<file path="src/rtl/logit_pkg.sv">
// Shared fixed-point helpers for the activation blocks: Q-format constants and
// the handshake FSM state encoding.
package logit_pkg;

    typedef enum logic [1:0] {
        ST_IDLE = 2'd0,
        ST_CALC = 2'd1,
        ST_DONE = 2'd2
    } fx_state_e;

    function automatic int fx_one(input int frac_bits);
        return 1 << frac_bits;
    endfunction

    function automatic int fx_half(input int frac_bits);
        return 1 << (frac_bits - 1);
    endfunction

    function automatic int fx_four(input int frac_bits);
        return 4 << frac_bits;
    endfunction

    function automatic int fx_minus_four(input int frac_bits);
        return -(4 << frac_bits);
    endfunction

endpackage

</file>
<file path="src/rtl/isqrt_seq.sv">
// Bit-serial integer square root, one root bit per clock, MSB first.
// `root` carries the current step's decision, so it is the final root while `done` is high.
module isqrt_seq #(
    parameter int ROOT_W = 11
) (
    input  logic                  clk,
    input  logic                  rst_n,
    input  logic                  start,
    input  logic [2*ROOT_W-2:0]   radicand,
    output logic                  busy,
    output logic                  done,
    output logic [ROOT_W-1:0]     root
);

    localparam int RAD_W = 2 * ROOT_W - 1;
    localparam int SQ_W  = 2 * ROOT_W;
    localparam int CNT_W = $clog2(ROOT_W);

    logic              busy_reg;
    logic [CNT_W-1:0]  bit_reg;
    logic [RAD_W-1:0]  rad_reg;
    logic [ROOT_W-1:0] root_reg;
    logic [ROOT_W-1:0] trial;
    logic [SQ_W-1:0]   trial_sq;
    logic [ROOT_W-1:0] root_next;

    always_ff @(posedge clk or negedge rst_n) begin
        if (!rst_n) begin
            busy_reg <= 1'b0;
            bit_reg  <= '0;
        end else if (start) begin
            busy_reg <= 1'b1;
            bit_reg  <= CNT_W'(ROOT_W - 1);
        end else if (busy_reg) begin
            if (bit_reg == '0) begin
                busy_reg <= 1'b0;
            end else begin
                bit_reg <= bit_reg - CNT_W'(1);
            end
        end
    end

    always_ff @(posedge clk) begin
        if (start) begin
            rad_reg  <= radicand;
            root_reg <= '0;
        end else if (busy_reg) begin
            root_reg <= root_next;
        end
    end

    // Keep the trial bit only if its square still fits under the radicand.
    always_comb begin
        trial     = root_reg | (ROOT_W'(1) << bit_reg);
        trial_sq  = SQ_W'(trial) * SQ_W'(trial);
        root_next = (trial_sq <= SQ_W'(rad_reg)) ? trial : root_reg;
    end

    assign busy = busy_reg;
    assign done = busy_reg && (bit_reg == '0);
    assign root = root_next;

endmodule

</file>
<file path="src/rtl/logit.sv">
// Inverse of the piecewise-quadratic sigmoid: x = +-(4*sqrt(t) - 4), with
// t = 2y or 2(1-y) depending on which half of the curve y falls in.
module logit
    import logit_pkg::*;
#(
    parameter int DATA_WIDTH = 16,
    parameter int FRAC_BITS  = 10
) (
    input  logic                  clk,
    input  logic                  rst_n,
    input  logic [DATA_WIDTH-1:0] i_data,
    input  logic                  i_valid,
    output logic                  i_ready,
    output logic [DATA_WIDTH-1:0] o_data,
    output logic                  o_valid,
    input  logic                  o_ready
);

    localparam int EXT_W  = DATA_WIDTH + 1;
    localparam int ROOT_W = FRAC_BITS + 1;
    localparam int RAD_W  = 2 * FRAC_BITS + 1;
    localparam int CNT_W  = $clog2(ROOT_W);

    localparam logic signed [EXT_W-1:0] ONE        = EXT_W'(fx_one(FRAC_BITS));
    localparam logic signed [EXT_W-1:0] HALF       = EXT_W'(fx_half(FRAC_BITS));
    localparam logic signed [EXT_W-1:0] FOUR       = EXT_W'(fx_four(FRAC_BITS));
    localparam logic signed [EXT_W-1:0] MINUS_FOUR = EXT_W'(fx_minus_four(FRAC_BITS));

    fx_state_e             state_reg, state_next;
    logic [CNT_W-1:0]      cnt_reg, cnt_next;
    logic [DATA_WIDTH-1:0] o_data_reg, o_data_next;

    logic                  upper_reg, sat_lo_reg, sat_hi_reg;

    logic signed [EXT_W-1:0] y_ext;
    logic                    in_upper, in_sat_lo, in_sat_hi;
    logic [ROOT_W-1:0]       t_val;
    logic [RAD_W-1:0]        radicand;

    logic                    sqrt_start, sqrt_busy, sqrt_done;
    logic [ROOT_W-1:0]       sqrt_root;
    logic signed [EXT_W-1:0] scaled;
    logic [DATA_WIDTH-1:0]   result;

    // Out-of-range t values under saturation are harmless: the result is overridden.
    always_comb begin
        y_ext     = {i_data[DATA_WIDTH-1], i_data};
        in_sat_lo = i_data[DATA_WIDTH-1] || (i_data == '0);
        in_sat_hi = (y_ext >= ONE);
        in_upper  = (y_ext >= HALF);
        t_val     = in_upper ? ROOT_W'((ONE - y_ext) <<< 1) : ROOT_W'(y_ext <<< 1);
        radicand  = {t_val, {FRAC_BITS{1'b0}}};
    end

    always_ff @(posedge clk) begin
        if (sqrt_start) begin
            upper_reg  <= in_upper;
            sat_lo_reg <= in_sat_lo;
            sat_hi_reg <= in_sat_hi;
        end
    end

    isqrt_seq #(
        .ROOT_W (ROOT_W)
    ) u_isqrt (
        .clk      (clk),
        .rst_n    (rst_n),
        .start    (sqrt_start),
        .radicand (radicand),
        .busy     (sqrt_busy),
        .done     (sqrt_done),
        .root     (sqrt_root)
    );

    // Root is Q.FRAC_BITS in [0,1], so 4*root stays inside the widened range.
    always_comb begin
        scaled = EXT_W'(sqrt_root) << 2;
        if (sat_lo_reg) begin
            result = DATA_WIDTH'(MINUS_FOUR);
        end else if (sat_hi_reg) begin
            result = DATA_WIDTH'(FOUR);
        end else if (upper_reg) begin
            result = DATA_WIDTH'(FOUR - scaled);
        end else begin
            result = DATA_WIDTH'(scaled - FOUR);
        end
    end

    always_ff @(posedge clk or negedge rst_n) begin
        if (!rst_n) begin
            state_reg  <= ST_IDLE;
            cnt_reg    <= '0;
            o_data_reg <= '0;
        end else begin
            state_reg  <= state_next;
            cnt_reg    <= cnt_next;
            o_data_reg <= o_data_next;
        end
    end

    always_comb begin
        state_next  = state_reg;
        cnt_next    = cnt_reg;
        o_data_next = o_data_reg;
        sqrt_start  = 1'b0;
        i_ready     = 1'b0;
        o_valid     = 1'b0;
        unique case (state_reg)
            ST_IDLE: begin
                i_ready = 1'b1;
                if (i_valid) begin
                    sqrt_start = 1'b1;
                    state_next = ST_CALC;
                    cnt_next   = CNT_W'(FRAC_BITS);
                end
            end
            ST_CALC: begin
                // sqrt_done coincides with the counter==0 iteration.
                if (sqrt_done) begin
                    state_next  = ST_DONE;
                    cnt_next    = '0;
                    o_data_next = result;
                end else if (!sqrt_busy) begin
                    state_next = ST_IDLE;
                end else begin
                    cnt_next = cnt_reg - CNT_W'(1);
                end
            end
            ST_DONE: begin
                o_valid = 1'b1;
                if (o_ready) begin
                    state_next = ST_IDLE;
                end
            end
            default: state_next = ST_IDLE;
        endcase
    end

    assign o_data = o_data_reg;

endmodule

</file>
<file path="config.mk">
export PLATFORM = sky130hd
export DESIGN_NAME = logit
export DESIGN_NICKNAME = d
export VERILOG_FILES = /design/src/rtl/logit_pkg.sv /design/src/rtl/isqrt_seq.sv /design/src/rtl/logit.sv
export SDC_FILE = /design/constraint.sdc
export NUM_CORES = 1
export LEC_CHECK = 0
export ABC_AREA = 1
export CAP_MARGIN = 0
export CELL_PAD_IN_SITES_DETAIL_PLACEMENT = 0
export CELL_PAD_IN_SITES_GLOBAL_PLACEMENT = 1
export CORE_UTILIZATION = 40
export DETAILED_ROUTE_END_ITERATION = 8
export PLACE_DENSITY = 0.69
export REMOVE_ABC_BUFFERS = 1
export SYNTH_ARGS = -nofsm -noshare
export SYNTH_HDL_FRONTEND = slang
export SYNTH_SLANG_ARGS = --single-unit
</file>
<file path="constraint.sdc">
create_clock -name clk -period 8.6 [get_ports clk]
set_clock_uncertainty 0.05 [all_clocks]
set_input_delay 2.15 -clock clk [delete_from_list [all_inputs] [get_ports clk]]
set_output_delay 2.15 -clock clk [all_outputs]
set_load 0.1 [all_outputs]
</file>
=== Yosys cells after proc, flatten, opt, wreduce, memory -nomap -nowiden ===
Cells that the tools add are included.

* $add $sub $neg: 4
* $mul: 1
* Magnitude comparators: 3
* Equality and inequality tests: 6
* Shift-type cells: 1
* Muxes and demuxes: 20
* Bitwise gates (word level): 1
* Reduce and logical (&&, ||, !) cells: 9

{| class="wikitable"
|+ Operator list
! cell !! number
|-
| 16-bit 2-to-1 mux || 3
|-
| 22-bit by 21-bit less-or-equal comparator with 1-bit output || 1
|-
| 11-bit by 11-bit multiplier with 22-bit output || 1
|-
| 11-bit 2-to-1 mux || 2
|-
| 16-bit by 11-bit >= comparator with 1-bit output, second input constant || 1
|-
| 16-bit by 12-bit >= comparator with 1-bit output, second input constant || 1
|-
| 16-bit zero test || 1
|-
| 13-bit by 13-bit subtractor with 14-bit output, first input constant || 1
|-
| 13-bit by 13-bit subtractor with 14-bit output, second input constant || 1
|-
| 4-bit 2-to-1 mux || 3
|-
| 11-bit OR || 1
|-
| 1-bit by 4-bit left shift with 11-bit output, first input constant || 1
|-
| 1-bit by 10-bit subtractor with 10-bit output, first input constant || 1
|-
| 2-bit 2-to-1 mux || 4
|-
| 1-bit 2-to-1 mux || 7
|-
| 2-bit inequality test, second input constant || 3
|-
| 2-bit case mux with 3 select lines || 1
|-
| 4-bit zero test || 1
|-
| 2-bit AND reduction || 2
|-
| 4-bit by 1-bit subtractor with 4-bit output, second input constant || 1
|-
| 3-bit inequality test, second input constant || 1
|-
| 3-bit AND reduction || 1
|-
| 2-bit by 1-bit equality test with 1-bit output, second input constant || 1
|-
| 2-bit equality test, second input constant || 1
|-
| other kinds (4) || 4
|}

* Bits in registers: 48
* Input port bits: 20
* Output and inout bits: 18
* Logic and storage cells: 54

=== Logic depth before layout (Yosys ltp) ===
Gate-level depths: netlist (run 1).

* Word-level depth: 9
* Depth in mapped cells: 50

=== Hierarchy ===
A second synthesis (run 1) with hierarchy kept.

* Cells, all modules: 872
* Area total of the unflattened synthesis: 6,816.5 µm²

{| class="wikitable"
|+ By module, submodules not included
! module !! instances !! cells an instance !! area each (µm²) !! seq. area each (µm²)
|-
| isqrt_seq || 1 || 692 || 5,577.8 || 975.9
|-
| logit || 1 || 180 || 1,238.7 || 440.4
|}

=== Least setup slack after synthesis (run 1) ===
Ideal clock, no wire load.

* Kind: reg2reg
* From: register u_isqrt.bit_reg[0]
* To: register o_data_reg[10] (netlist: o_data[10])
* Library setup time: 120 ps
* Arrival: 7,601 ps
* Path slack: 829 ps
* Cell stages (with the launch flop): 42
* Path buffers: 1
* Path through: dfrtp_1 -> inv_1 -> ha_1 -> inv_1 -> o21ai_1 -> clkbuf_1 -> nand2_1 -> fa_1 -> inv_1 -> fa_1 -> inv_1 -> fa_1 -> fa_1 -> fa_1 -> inv_1 -> ha_1 -> a21oi_1 -> a21boi_1 -> [6 not listed] -> nand2_1 -> nand2_1 -> ha_1 -> nand3_1 -> inv_1 -> a211oi_1 -> o211ai_4 -> nand2_4 -> inv_2 -> o21ai_2 -> inv_1 -> ha_1 -> nand2_4 -> nor2_1 -> nand4_1 -> nand3b_1 -> nand3_1 -> nand2_1

* Longest elaborated chain between the ends: 9
* Elaborated cells on any way between the ends: 13
* Classes of those cells: add/sub (2); mul (1); order compare (1); shift (1); mux (4); bitwise (1); reduce/logical (3)

{| class="wikitable"
|+ RTL lines
! item !! RTL line !! RTL
|-
| from (decl) || isqrt_seq.sv:20 || <nowiki>logic [CNT_W-1:0] bit_reg;</nowiki>
|-
| from (signal assigned) || isqrt_seq.sv:33 || <nowiki>bit_reg <= CNT_W'(ROOT_W - 1);</nowiki>
|-
| from (signal assigned) || isqrt_seq.sv:38 || <nowiki>bit_reg <= bit_reg - CNT_W'(1);</nowiki>
|-
| 1-bit by 4-bit left shift with 11-bit output || isqrt_seq.sv:54 || <nowiki>trial = root_reg | (ROOT_W'(1) << bit_reg);</nowiki>
|-
| 11-bit OR || isqrt_seq.sv:54 ||
|-
| 11-bit by 11-bit multiplier with 22-bit output || isqrt_seq.sv:55 || <nowiki>trial_sq = SQ_W'(trial) * SQ_W'(trial);</nowiki>
|-
| 22-bit by 21-bit less-or-equal comparator with 1-bit output || isqrt_seq.sv:56 || <nowiki>root_next = (trial_sq <= SQ_W'(rad_reg)) ? trial : root_reg;</nowiki>
|-
| 11-bit 2-to-1 mux || isqrt_seq.sv:56 ||
|-
| 13-bit by 13-bit subtractor with 14-bit output, on equally long branches || logit.sv:85, logit.sv:83 ||
|-
| 16-bit 2-to-1 mux || logit.sv:82 || <nowiki>end else if (upper_reg) begin</nowiki>
|-
| 16-bit 2-to-1 mux || logit.sv:80 || <nowiki>end else if (sat_hi_reg) begin</nowiki>
|-
| 16-bit 2-to-1 mux || logit.sv:78 || <nowiki>if (sat_lo_reg) begin</nowiki>
|-
| to (signal assigned) || logit.sv:97 || <nowiki>o_data_reg <= o_data_next;</nowiki>
|-
| to (decl) || logit.sv:31 || <nowiki>logic [DATA_WIDTH-1:0] o_data_reg, o_data_next;</nowiki>
|}

Several ways; a longest one is shown, not always the timed one.
A chain may end at the register's enable or synchronous reset.

=== Worst setup path after layout (run 1) ===
Ends and elaborated chain as after synthesis.

==> out/metrics.cfg, run 1 <==
[detailed_routing]
routedWlPerCell_um=13.5
dr.max_layer_used=met4
drt-pass1-iter-count=6
wirelength_um=13600
detail_route.drc_violations=3
routed-via-count=4831
met2_length_um=6300
post_drt_via_cell_ratio=4.80
route.layer.met1.wl_um=6850
final_antenna_net_count=0
detail_route.iter0.violations=166
wl_met3_um=369

[power_and_ir_drop]
powerDensity_nw_per_um2=362
power.clock.fraction=0.083
part_of_the_total_power_dissipated_in_combinational_logic=0.783
static-leakage-power_nw=3.70
seqPwrFrac=0.134
p_sw_w=0.00142
switching_share=0.575
power.ir.vdd_worst_v=0.000214
int_pwr_w=0.00105

[cts]
clock_sink_count=43
cts_setup_buffers=0
tritoncts=yes
worst_skew_pair.late_latency_ns=0.29
cts_buffer_count=5
cts-htree-levels=2
root_buffer=sky130_fd_sc_hd__clkbuf_16
worst_setup_hold_path_clk_slew_ns=0.06
clk_path_buf_depth=2

[synth]
ys_seq_elements=43
synth_async_sr_flop_share=0.442
postSynth.topFlopCell=sky130_fd_sc_hd__dfrtp_1
synth_cell_types=46
syn_area_um2=6060
synth_top_area_cell=sky130_fd_sc_hd__fa_1
post_synthesis_cells=788
ys_seq_area_frac=0.179
synth_edf_count=13
postSynthAreaPerCell_um2=7.69
synth_top_cells_by_area=sky130_fd_sc_hd__fa_1 (21%), sky130_fd_sc_hd__ha_1 (13%), sky130_fd_sc_hd__inv_1 (12%)
ys_warn_count=0
synthDominantCellAreaShare=0.212

[layout]
synthToLayoutAreaGrowth_pct=12.3
nNetsFinal=971
multiInputGateArea_um2=4170
largest_reg_flops=12
drive_gt1_frac=0.0802
regArea_um2=1090
insertedDiodeCount=0
layout_commonest_cell=sky130_fd_sc_hd__inv_1
layout.cells.non_filler=1007
layout.filler_cells=1538
layout.cells.most_common_list=sky130_fd_sc_hd__inv_1 (184), sky130_fd_sc_hd__nand2_1 (176), sky130_fd_sc_hd__ha_1 (65)

[place]
place_inst=999
gp_congestion=0.817
port_buffers=35
place.detailed.hpwl_um=11600

[timing]
tightestPinTransition_ns=0.983
totalNegativeSetupSlack_ns=0
final-setup-viol-count=0
hold_viol=0
max_slew_margin=0.343
grt_setup_unrepaired=false
worst_hold_slack_ns=0.439
max_freq_mhz=127
min_period_over_period=0.919
layout_min_cycle_time_ns=7.90
maxSlewViolCount=0

[floorplanning]
initial_utilization=0.414
ioPinCount=38
placementRows=44
die-height_um=125
die_width_um=125
coreArea_um2=14600
die-area_um2=15600

[global_route]
globalRouteOverflowTotal=0
grt_start_max_net_pins=23
antenna_violations_before_repair=0
grt_first_pass_wirelength_um=23800
grt_pass1_vias=4889
track_usage=0.189

[critical_path]
worstSetupEndpointType=flop
critical-path-slowest-cell=sky130_fd_sc_hd__fa_1
regToRegEndpoint=o_data[10]$_DFFE_PN0P_
cp_max_fo=6
worst-setup-path-type=reg2reg
setup.reg_to_reg.worst_slack_ns=0.70
critical_path.reg2reg.startpoint=u_isqrt.bit_reg[0]$_DFFE_PN0P_
worst_path_largest_cell_delay_ns=0.55
critical-path-top-cell-by-count=sky130_fd_sc_hd__nand2_1
r2r.worst_path.cells=41
timing.critical_path.from_type=flop
timing.critical_path.required_ns=8.73
cp.arrival_ns=8.03

[worst_hold_path]
hold-path-endpoint=o_data[6]$_DFFE_PN0P_
whs_path_depth=2
hold_path_startpoint=o_data[6]$_DFFE_PN0P_
min-delay-path-class=reg2reg

[status]
violations=design-rule violations
run_status=finished with violations

[run]
max_capacitance_violation_count=0

[worst max-delay path, delay by kind of cell, from the launching register on]
| kind | cells | cell delay [ns] |
|---|---|---|
| buffers and inverters | 7 | 0.57 |
| AOI/OAI and AO/OA | 8 | 1.54 |
| adders and majority gates | 9 | 3.70 |
| DFF | 1 | 0.41 |
| and+or+nand+nor | 17 | 1.53 |
[what timing repair did]
item / CTS / global route
hold buffers: 0 / 0
gates resized for setup: 0 / 11
endpoints found under the setup margin: 0 / 11
[worst max path at each step]
stage / from / to / slack, ns / cells past startpoint
after floorplan: u_isqrt.bit_reg[0]$_DFFE_PN0P_ / o_data[10]$_DFFE_PN0P_ / 0.74 / 40
after global placement: u_isqrt.bit_reg[0]$_DFFE_PN0P_ / o_data[10]$_DFFE_PN0P_ / 0.51 / 41
after detailed placement: u_isqrt.bit_reg[0]$_DFFE_PN0P_ / o_data[10]$_DFFE_PN0P_ / 0.36 / 41
after CTS: u_isqrt.bit_reg[0]$_DFFE_PN0P_ / o_data[10]$_DFFE_PN0P_ / 0.31 / 41
after global routing: u_isqrt.bit_reg[0]$_DFFE_PN0P_ / o_data[10]$_DFFE_PN0P_ / 0.001 / 44
final: u_isqrt.bit_reg[0]$_DFFE_PN0P_ / o_data[10]$_DFFE_PN0P_ / 0.70 / 41
[layout make-up]
class	instances	area share
clock inverters	1	0.00110
multi-input cells	532	0.612
repair buffers	45	0.0625
inverters	195	0.108
clock buffers	7	0.0226
flip-flops and latches	43	0.160
well taps	184	0.0338
[cells by family after synthesis]
family          count (synthesis)  share of synthesized area
other cells                     1                   0.000619
fa+ha+maj                     129                      0.346
flops                          43                      0.179
simple gates                  289                      0.213
compound gates                 87                     0.0866
buf+inv                       214                      0.137
xor+xnor                       25                     0.0374
[cells in the mapped netlist (2+ instances only)]
master / instances
sky130_fd_sc_hd__o31ai_1: 2
sky130_fd_sc_hd__xnor2_1: 10
sky130_fd_sc_hd__clkbuf_1: 12
sky130_fd_sc_hd__clkinv_1: 2
sky130_fd_sc_hd__dfrtp_1: 19
sky130_fd_sc_hd__nand2_4: 5
sky130_fd_sc_hd__nand3b_1: 3
sky130_fd_sc_hd__o21ai_0: 17
sky130_fd_sc_hd__buf_2: 2
sky130_fd_sc_hd__or2_2: 2
sky130_fd_sc_hd__nand2_2: 11
sky130_fd_sc_hd__xor2_1: 14
sky130_fd_sc_hd__edfxtp_1: 13
sky130_fd_sc_hd__inv_2: 3
sky130_fd_sc_hd__nand3_1: 28
sky130_fd_sc_hd__a31oi_1: 3
sky130_fd_sc_hd__nor2_1: 36
sky130_fd_sc_hd__a21o_1: 3
sky130_fd_sc_hd__o21ai_2: 3
sky130_fd_sc_hd__nand3_2: 4
sky130_fd_sc_hd__dfxtp_1: 11
sky130_fd_sc_hd__buf_4: 4
sky130_fd_sc_hd__nand4_1: 5
sky130_fd_sc_hd__a21oi_1: 30
sky130_fd_sc_hd__nor2_4: 2
sky130_fd_sc_hd__o211ai_1: 2
sky130_fd_sc_hd__inv_1: 189
sky130_fd_sc_hd__a211oi_1: 10
sky130_fd_sc_hd__fa_1: 64
sky130_fd_sc_hd__ha_1: 65
sky130_fd_sc_hd__nand2_1: 177
sky130_fd_sc_hd__nor3_1: 8
sky130_fd_sc_hd__a21boi_1: 2
sky130_fd_sc_hd__nor2_2: 4
sky130_fd_sc_hd__o21ai_1: 11
sky130_fd_sc_hd__nor4_1: 2
[through the flow]
stage                     area (um2)  utilization  power [W]  worst slack, ns
after global placement          6620        0.452    0.00223            0.509
after CTS                       6780        0.463    0.00248            0.312
after global routing            6800        0.465    0.00276          0.00124
final                           6800        0.465    0.00247            0.700
after floorplan                 5960            -    0.00178            0.740
after detailed placement        6620        0.452    0.00226            0.355
[routing by layer]
| layer | GRT usage | vias up |
|---|---|---|
| met5 | 0 | - |
| met4 | 0.0294 | 0 |
| met3 | 0.0235 | 9 |
| met2 | 0.315 | 61 |
| met1 | 0.268 | 2279 |
| li1 | - | 2482 |
[power groups by stage]
stage               Clock (W)  Combinational, W  Sequential [W]
floorplan                   0           0.00127        0.000510
global placement            0           0.00190        0.000328
detailed placement          0           0.00192        0.000332
CTS                  0.000213           0.00194        0.000329
global route         0.000221           0.00220        0.000338
finish               0.000206           0.00193        0.000329
No activity file was read; power rests on OpenSTA's default activity.
==> inputs of run 2 (changes only) <==
--- a/config.mk
+++ b/config.mk
@@ -11,6 +11,7 @@
 export CELL_PAD_IN_SITES_GLOBAL_PLACEMENT = 1
 export CORE_UTILIZATION = 40
 export DETAILED_ROUTE_END_ITERATION = 8
+export GPL_TIMING_DRIVEN = 0
 export PLACE_DENSITY = 0.69
 export REMOVE_ABC_BUFFERS = 1
 export SYNTH_ARGS = -nofsm -noshare
==> out/metrics.cfg, run 2 (same netlist as run 1, synthesis figures left out) <==
[power_and_ir_drop]
powerDensity_nw_per_um2=363  ; +0.18%
static-leakage-power_nw=3.73  ; +0.87%
design_power_total_w=0.00252  ; +2.1%
power.ir.vdd_worst_v=0.000216  ; +1.1%

[timing]
layout_min_cycle_time_ns=8.04  ; +0.143 ns
min_period_over_period=0.935  ; +0.0166
maxSlewViolCount=0  ; unchanged
max_slew_margin=0.339  ; -0.00379
tightestPinTransition_ns=0.989  ; +0.00567 ns
totalNegativeSetupSlack_ns=0  ; unchanged
final-setup-viol-count=0  ; unchanged
hold_viol=0  ; unchanged
max_freq_mhz=124  ; -1.8%

[critical_path]
worstPathBufferInverterCount=10  ; +3
worst-setup-path-type=reg2reg
cp.arrival_ns=8.17  ; +0.14 ns
r2r.worst_path.cells=43  ; +4.9%
worstSetupEndpointType=flop
critical-path-slowest-cell=sky130_fd_sc_hd__fa_1
regToRegEndpoint=o_data[10]$_DFFE_PN0P_
critical_path.reg2reg.startpoint=u_isqrt.bit_reg[0]$_DFFE_PN0P_
critical-path-top-cell-by-count=sky130_fd_sc_hd__inv_1
setup.reg_to_reg.worst_slack_ns=0.56  ; -0.14 ns
cp_max_fo=8  ; +2
timing.critical_path.from_type=flop
timing.critical_path.required_ns=8.73  ; about the same
crit_family=adder cells
worst_path_largest_cell_delay_ns=0.55  ; about the same

[global_route]
met2_track_demand_over_resource=0.310  ; -0.00493
grt_pass1_vias=4952  ; +1.3%
grt_use_met3=0.0201  ; -0.00342
gr-usage-met1=0.263  ; -0.00542
globalRouteOverflowTotal=0  ; unchanged
track_usage=0.185  ; -0.00417
antenna_violations_before_repair=0  ; unchanged
grt_start_max_net_pins=23  ; unchanged
grt_first_pass_wirelength_um=23500  ; -1.3%
globalRoute.busiestLayer=met2

[layout]
synthToLayoutAreaGrowth_pct=14.5
largest_reg_flops=12  ; unchanged
multiInputGateArea_um2=4220  ; +1.3%
drive_gt1_frac=0.102  ; +0.0222
layout.filler_cells=1482  ; -3.6%
nNetsFinal=978  ; +0.72%
layout_commonest_cell=sky130_fd_sc_hd__inv_1
layout.cells.most_common_list=sky130_fd_sc_hd__inv_1 (183), sky130_fd_sc_hd__nand2_1 (175), sky130_fd_sc_hd__fa_1 (64)
regArea_um2=1090  ; unchanged
insertedDiodeCount=0  ; unchanged

[place]
port_buffers=35  ; unchanged
gp_congestion=0.834  ; +2.1%
place.detailed.hpwl_um=10800  ; -6.7%

[floorplanning]
die-area_um2=15600  ; unchanged
coreArea_um2=14600  ; unchanged
die_width_um=125  ; unchanged
ioPinCount=38  ; unchanged
die-height_um=125  ; unchanged
placementRows=44  ; unchanged
initial_utilization=0.414  ; unchanged

[detailed_routing]
final_antenna_net_count=0  ; unchanged
wirelength_um=13500  ; -0.76%
detail_route.drc_violations=3  ; unchanged
detail_route.iter0.violations=232  ; +40%
routed-via-count=4926  ; +2.0%
routedWlPerCell_um=13.3  ; -1.4%
post_drt_via_cell_ratio=4.86  ; +1.3%
drt-pass1-iter-count=6  ; unchanged

[cts]
cts_buffer_count=5  ; unchanged
cts-htree-levels=2  ; unchanged
clk_path_buf_depth=2  ; unchanged
root_buffer=sky130_fd_sc_hd__clkbuf_16
ctsHoldBuffers=0  ; unchanged
worst_skew_pair.late_latency_ns=0.29  ; about the same
tritoncts=yes
worst_setup_hold_path_clk_slew_ns=0.06  ; about the same
clock_sink_count=43  ; unchanged

[worst_hold_path]
hold-path-endpoint=o_data[10]$_DFFE_PN0P_
min-delay-path-class=reg2reg
hold_path_startpoint=o_data[10]$_DFFE_PN0P_
whs_path_depth=2  ; unchanged

[run]
max_capacitance_violation_count=0  ; unchanged

[status]
violations=design-rule violations
run_status=finished with violations

[run 2: worst max-delay path by stage]
stage / slack, ns / depth (start not counted) / endpoint / start
5_1_grt: -0.04 / 43 / o_data[10]$_DFFE_PN0P_ / u_isqrt.bit_reg[0]$_DFFE_PN0P_
3_3_place_gp: -0.68 / 40 / o_data[10]$_DFFE_PN0P_ / u_isqrt.bit_reg[0]$_DFFE_PN0P_
4_1_cts: 0.02 / 41 / o_data[10]$_DFFE_PN0P_ / u_isqrt.bit_reg[0]$_DFFE_PN0P_
2_1_floorplan: 0.74 / 40 / o_data[10]$_DFFE_PN0P_ / u_isqrt.bit_reg[0]$_DFFE_PN0P_
3_5_place_dp: -0.28 / 40 / o_data[10]$_DFFE_PN0P_ / u_isqrt.bit_reg[0]$_DFFE_PN0P_
6_report: 0.56 / 43 / o_data[10]$_DFFE_PN0P_ / u_isqrt.bit_reg[0]$_DFFE_PN0P_
[run 2: timing repair]
action | 4_1_cts | 5_1_grt
buffers inserted | 3 | 14
resized for setup | 5 | 22
pin swaps | 1 | 2
endpoints found under the setup margin | 6 | 11
[run 2: metal layers]
| metal | vias to the layer above | share of wire |
|---|---|---|
| li1 | 2486 | - |
| met1 | 2376 | 0.50 |
| met2 | 58 | 0.47 |
| met3 | 6 | 0.028 |
| met4 | 0 | 0.0055 |
| met5 | - | 0 |
[run 2: stage by stage]
stage	worst slack, ns	hold slack, ns	area [um2]	utilization	instances
after floorplan	0.740	0.404	5960	-	770
after global placement	-0.683	0.416	6540	0.447	989
after detailed placement	-0.282	0.424	6550	0.447	989
after CTS	0.0151	0.441	6750	0.461	1000
after global routing	-0.0371	0.483	6930	0.473	1014
final	0.557	0.437	6930	0.473	1014
[run 2: area by class of cell]
| type | instances | share of cell area |
|---|---|---|
| clock buffers | 5 | 0.0180 |
| clock inverters | 3 | 0.00614 |
| inverters | 195 | 0.108 |
| multi-input cells | 532 | 0.609 |
| flip-flops and latches | 43 | 0.157 |
| well taps | 184 | 0.0332 |
| repair buffers | 52 | 0.0689 |
[run 2: where the power goes]
group | total [W] | internal (W) | leakage, nW | switching (W)
logic | 0.00197 | 0.000666 | 3.20 | 0.00130
clock network | 0.000222 | 0.000137 | 0.0818 | 0.0000847
registers | 0.000327 | 0.000281 | 0.453 | 0.0000458
[run 2: worst reg2reg max path: cells and delay by family, from the launching register on]
| kind | cells | cell delay (ns) |
|---|---|---|
| adders and majority gates | 9 | 3.62 |
| and+or+nand+nor | 18 | 1.71 |
| buffers and inverters | 10 | 1.15 |
| AOI/OAI and AO/OA | 5 | 0.93 |
| DFF | 1 | 0.39 |
| xor gates and xnor gates | 1 | 0.11 |
==> patch 1: new RTL, config.mk and constraints of run 2 <==
Change the parameter `DATA_WIDTH` from 16 to 12.
--- a/src/rtl/logit.sv
+++ b/src/rtl/logit.sv
@@ -4,5 +4,5 @@
     import logit_pkg::*;
 #(
-    parameter int DATA_WIDTH = 16,
+    parameter int DATA_WIDTH = 12,
     parameter int FRAC_BITS  = 10
 ) (
Ports: changed (resized i_data and o_data); port bits go from 38 to 30. No check against the original RTL was run, so the function may have changed too.
==> patch 1 against run 2 <==
Setup slack got worse by 0.067 ns; non-clock buffer count fell by 18; critical path type unchanged; sequential cell count decreased by 2; cell area shrank 5.1%; routed wire length decreased by 5.7%; via count shrank 4.5%; total power is 0.25% higher; synthesized area decreased by 2.4%; count of clock-buffer cells in the layout rose by 2; critical endpoint unchanged.
==> patch 1: results (changes against run 2) <==
CTS
  – Post-CTS sizing: 1 (was 5)

Final layout
  – Layout Nets: 936 (was 978)
  – Share of layout cells above drive strength 1: 7.83% (was 10.2%)

Global route
  – Pin count of the biggest net entering global routing: 25 (was 23)
  – All-Layer GR Usage: 18.4% (was 18.5%)
  – Met1 Use GR: 22.7% (was 26.3%)
  – Vias in the first global route: 4,776 (was 4,952)
  – First-pass GRT wire length: 22.0 mm (was 23.5 mm)

Yosys
  – Post-synth cell types: 45 (was 46)
  – Ys async rst share: 41.5% (was 44.2%)
  – Most frequent cells after synthesis: inv_1 (186), nand2_1 (176), ha_1 (65), fa_1 (64), nand3_1 (36) (was inv_1 (189), nand2_1 (177), ha_1 (65), fa_1 (64), nor2_1 (36))

Route
  – Routed wire length: 12.8 mm (was 13.5 mm)
  – Wl on met1: 5.70 mm (was 6.72 mm)
  – Routed wl met3: 247 um (was 379 um)
  – Total iterations of the first detailed-routing run: 4 (was 6)
  – Routed wl met2: 6.57 mm (was 6.36 mm)

Place
  – Final GP Congestion: 0.820 (was 0.834)
  – Area after DPL: 6360 um2 (was 6550 um2)
  – Place WS: 0.0470 ns (was -0.282 ns)
  – IO Port Bufs: 27 (was 35)

Setup path
  – Critical path peak fanout: 10 (was 8)
  – Max incr delay on CP: 0.60 ns (was 0.55 ns)
  – Flop2flop setup slack: 0.49 ns (was 0.56 ns)

Timing
  – Worst Tran Pin Value: 0.978 ns (was 0.989 ns)
  – Tmin final: 8.11 ns (was 8.04 ns)

Power and ir drop
  – Leak: 3.61 nW (was 3.73 nW)

Run status
  – Outcome: completed (was complete, but fails checks)
[patch 1: cell count changes in the layout (fill, tap and decap cells not counted), moves of 3 or more]
cell                    run 2  this run
a21oi_1                    25        22
a21oi_2                     6         3
buf_4                      17         6
clkdlybuf4s50_1            35        27
nand2_2                    10        14
nand2_4                     8         4
nand3_1                    27        36
nor2_1                     34        31
nor3_1                      8         4
o21ai_1                    10         5
xor2_1                     14        19
[patch 1: final timing paths]
kind | from | cells after the start | endpoint
setup reg to reg | u_isqrt.bit_reg[3] | 36 | o_data[10]
hold / removal | u_isqrt.root_reg[10] | 2 | u_isqrt.root_reg[10]
hold reg to reg | u_isqrt.root_reg[10] | 2 | u_isqrt.root_reg[10]
min in group asynchronous | rst_n | 1 | state_reg[0]
setup / recovery | u_isqrt.bit_reg[3] | 36 | o_data[10]
max in group asynchronous | rst_n | 1 | u_isqrt.bit_reg[2]
[patch 1: final cells by class]
| class | instances | area, um2 |
|---|---|---|
| fill | 1486 | 7900 |
| multi-input combinational | 519 | 4120 |
| sequential | 41 | 1040 |
| inverter | 190 | 723 |
| timing repair buffer | 34 | 327 |
| tap | 184 | 230 |
| clock buffer | 7 | 133 |
| clock inverter | 1 | 8.76 |
[patch 1: report_power, final]
group	switching, W	total, W	internal [W]
registers	0.0000409	0.000309	0.000269
clock network	0.0000738	0.000182	0.000108
logic	0.00132	0.00203	0.000709
[patch 1: metrics by stage]
step,hold slack [ns],util [%],instances
2_1_floorplan,0.386,-,750
3_3_place_gp,0.398,43.8,961
6_report,0.430,45.4,976
4_1_cts,0.415,44.9,971
5_1_grt,0.463,45.4,976
3_5_place_dp,0.406,44.0,963
[patch 1: cell families after synthesis]
logic type	synth area share [%]
compound gates	7.19
xor+xnor	4.44
fa+ha+maj	35.4
buf+inv	13.3
flops	17.5
other cells	0.0634
simple gates	22.1
==> patch 2: new RTL, settings of run 2 <==
Without the edit above. `o_data_reg` no longer has a reset.
--- a/src/rtl/logit.sv
+++ b/src/rtl/logit.sv
@@ -91,10 +91,12 @@
             state_reg  <= ST_IDLE;
             cnt_reg    <= '0;
-            o_data_reg <= '0;
         end else begin
             state_reg  <= state_next;
             cnt_reg    <= cnt_next;
-            o_data_reg <= o_data_next;
         end
+    end
+
+    always_ff @(posedge clk) begin
+        o_data_reg <= o_data_next;
     end
 
Formal check against the unedited RTL: no difference found for any inputs over 10 cycles, from zero or initial values and one cycle with rst_n low; that may be too few to reach the edited logic, so the function may still have changed.
==> patch 2 against run 2 <==
Critical path type unchanged; cell area grew 0.36%; setup slack improved by 0.0036 ns; synthesized area hardly changed; routed wire length fell by 2.3%; via count down 3.7%; sequential cell count stayed put; total power fell by 5.7%; combinational power is 6% lower; global-route usage fell by 0.45 points; largest cell class unchanged; synthesized cell count shrank 2.8%; critical path depth is 6 lower.
==> patch 2: results (changes against run 2) <==
Run status
  – Outcome: completed (was complete, but fails checks)

Yosys
  – Post-synth cell types: 45 (was 46)
  – Fraction of the mapped netlist area in adder cells: 34.6% (about the same)
  – Post-synth EDFFs: 25 (was 13)
  – Area contributors post-synth: fa_1 (21%), ha_1 (13%), edfxtp_1 (12%), inv_1 (12%), nand2_1 (10%) (was fa_1 (21%), ha_1 (13%), inv_1 (12%), nand2_1 (11%), dfrtp_1 (7.9%))
  – Synth Area per Inst: 7.90 um2 (was 7.69 um2)
  – Synth Area in Compound Gates: 8.56% (was 8.66%)
  – Register area share after synthesis: 18.9% (was 17.9%)
  – Ys async rst share: 16.3% (was 44.2%)

Worst hold path
  – Hold Path Sink: u_isqrt.root_reg[3] (was o_data[10])
  – Hold Startpoint: u_isqrt.root_reg[3] (was o_data[10])

Final layout
  – Layout Nets: 959 (was 978)
  – Fillers: 1,465 (was 1,482)

Place
  – Place WS: -0.589 ns (was -0.282 ns)
  – Final GP Congestion: 0.801 (was 0.834)
  – HPWL Detailed: 10.8 mm (about the same)
  – Cells after DPL: 968 (was 989)

Route
  – DRT iter0 DRCs: 188 (was 232)
  – Total iterations of the first detailed-routing run: 4 (was 6)
  – Routed wire length: 13.2 mm (was 13.5 mm)

Setup path
  – Critical path peak fanout: 9 (was 8)
  – Critical Path Sink: o_data[12] (was o_data[10])
  – R2R cell count: 37 (was 43)

Power and ir drop
  – Leak: 3.72 nW (was 3.73 nW)
  – Clock power share: 7.9% (was 8.8%)
  – Power Total: 0.00237 W (was 0.00252 W)
  – Seq pwr share: 13.6% (was 13.0%)

Timing
  – Tmin final: 8.04 ns (about the same)
  – Hold WS: 0.447 ns (was 0.437 ns)

Global route
  – First-pass GRT wire length: 23.2 mm (was 23.5 mm)
  – Pin count of the biggest net entering global routing: 26 (was 23)

CTS
  – # Post-CTS Setup Buffers: 0 (was 3)
## patch 2: cell count changes after synthesis, sizes merged, moves of 2 or more
cell	run 2	this run
o21ai	31	25
nand2	193	178
xor2	15	17
dfrtp	19	7
edfxtp	13	25
nor3	8	5
buf	7	5
nor2	42	51
nand4	6	4
clkinv	2	0
a21oi	31	33
clkbuf	12	14
xnor2	10	8
## patch 2: cell type report
| cell class | instances | area (um2) | share of cell area [%] |
|---|---|---|---|
| Clock inverter | 2 | 11.3 | 0.162 |
| Timing Repair Buffer | 55 | 500 | 7.19 |
| Clock buffer | 6 | 129 | 1.85 |
| Inverter | 192 | 724 | 10.4 |
| Sequential cell | 43 | 1150 | 16.5 |
| Multi-Input combinational cell | 513 | 4220 | 60.6 |
| Tap cell | 184 | 230 | 3.31 |
## patch 2: layer usage
layer / routed length, um / track usage, % / vias up
met5: 0 / 0 / -
met3: 366 / 1.37 / 4
met4: 45 / 2.08 / 0
met1: 6420 / 24.1 / 2257
met2: 6390 / 32.9 / 59
li1: - / - / 2424
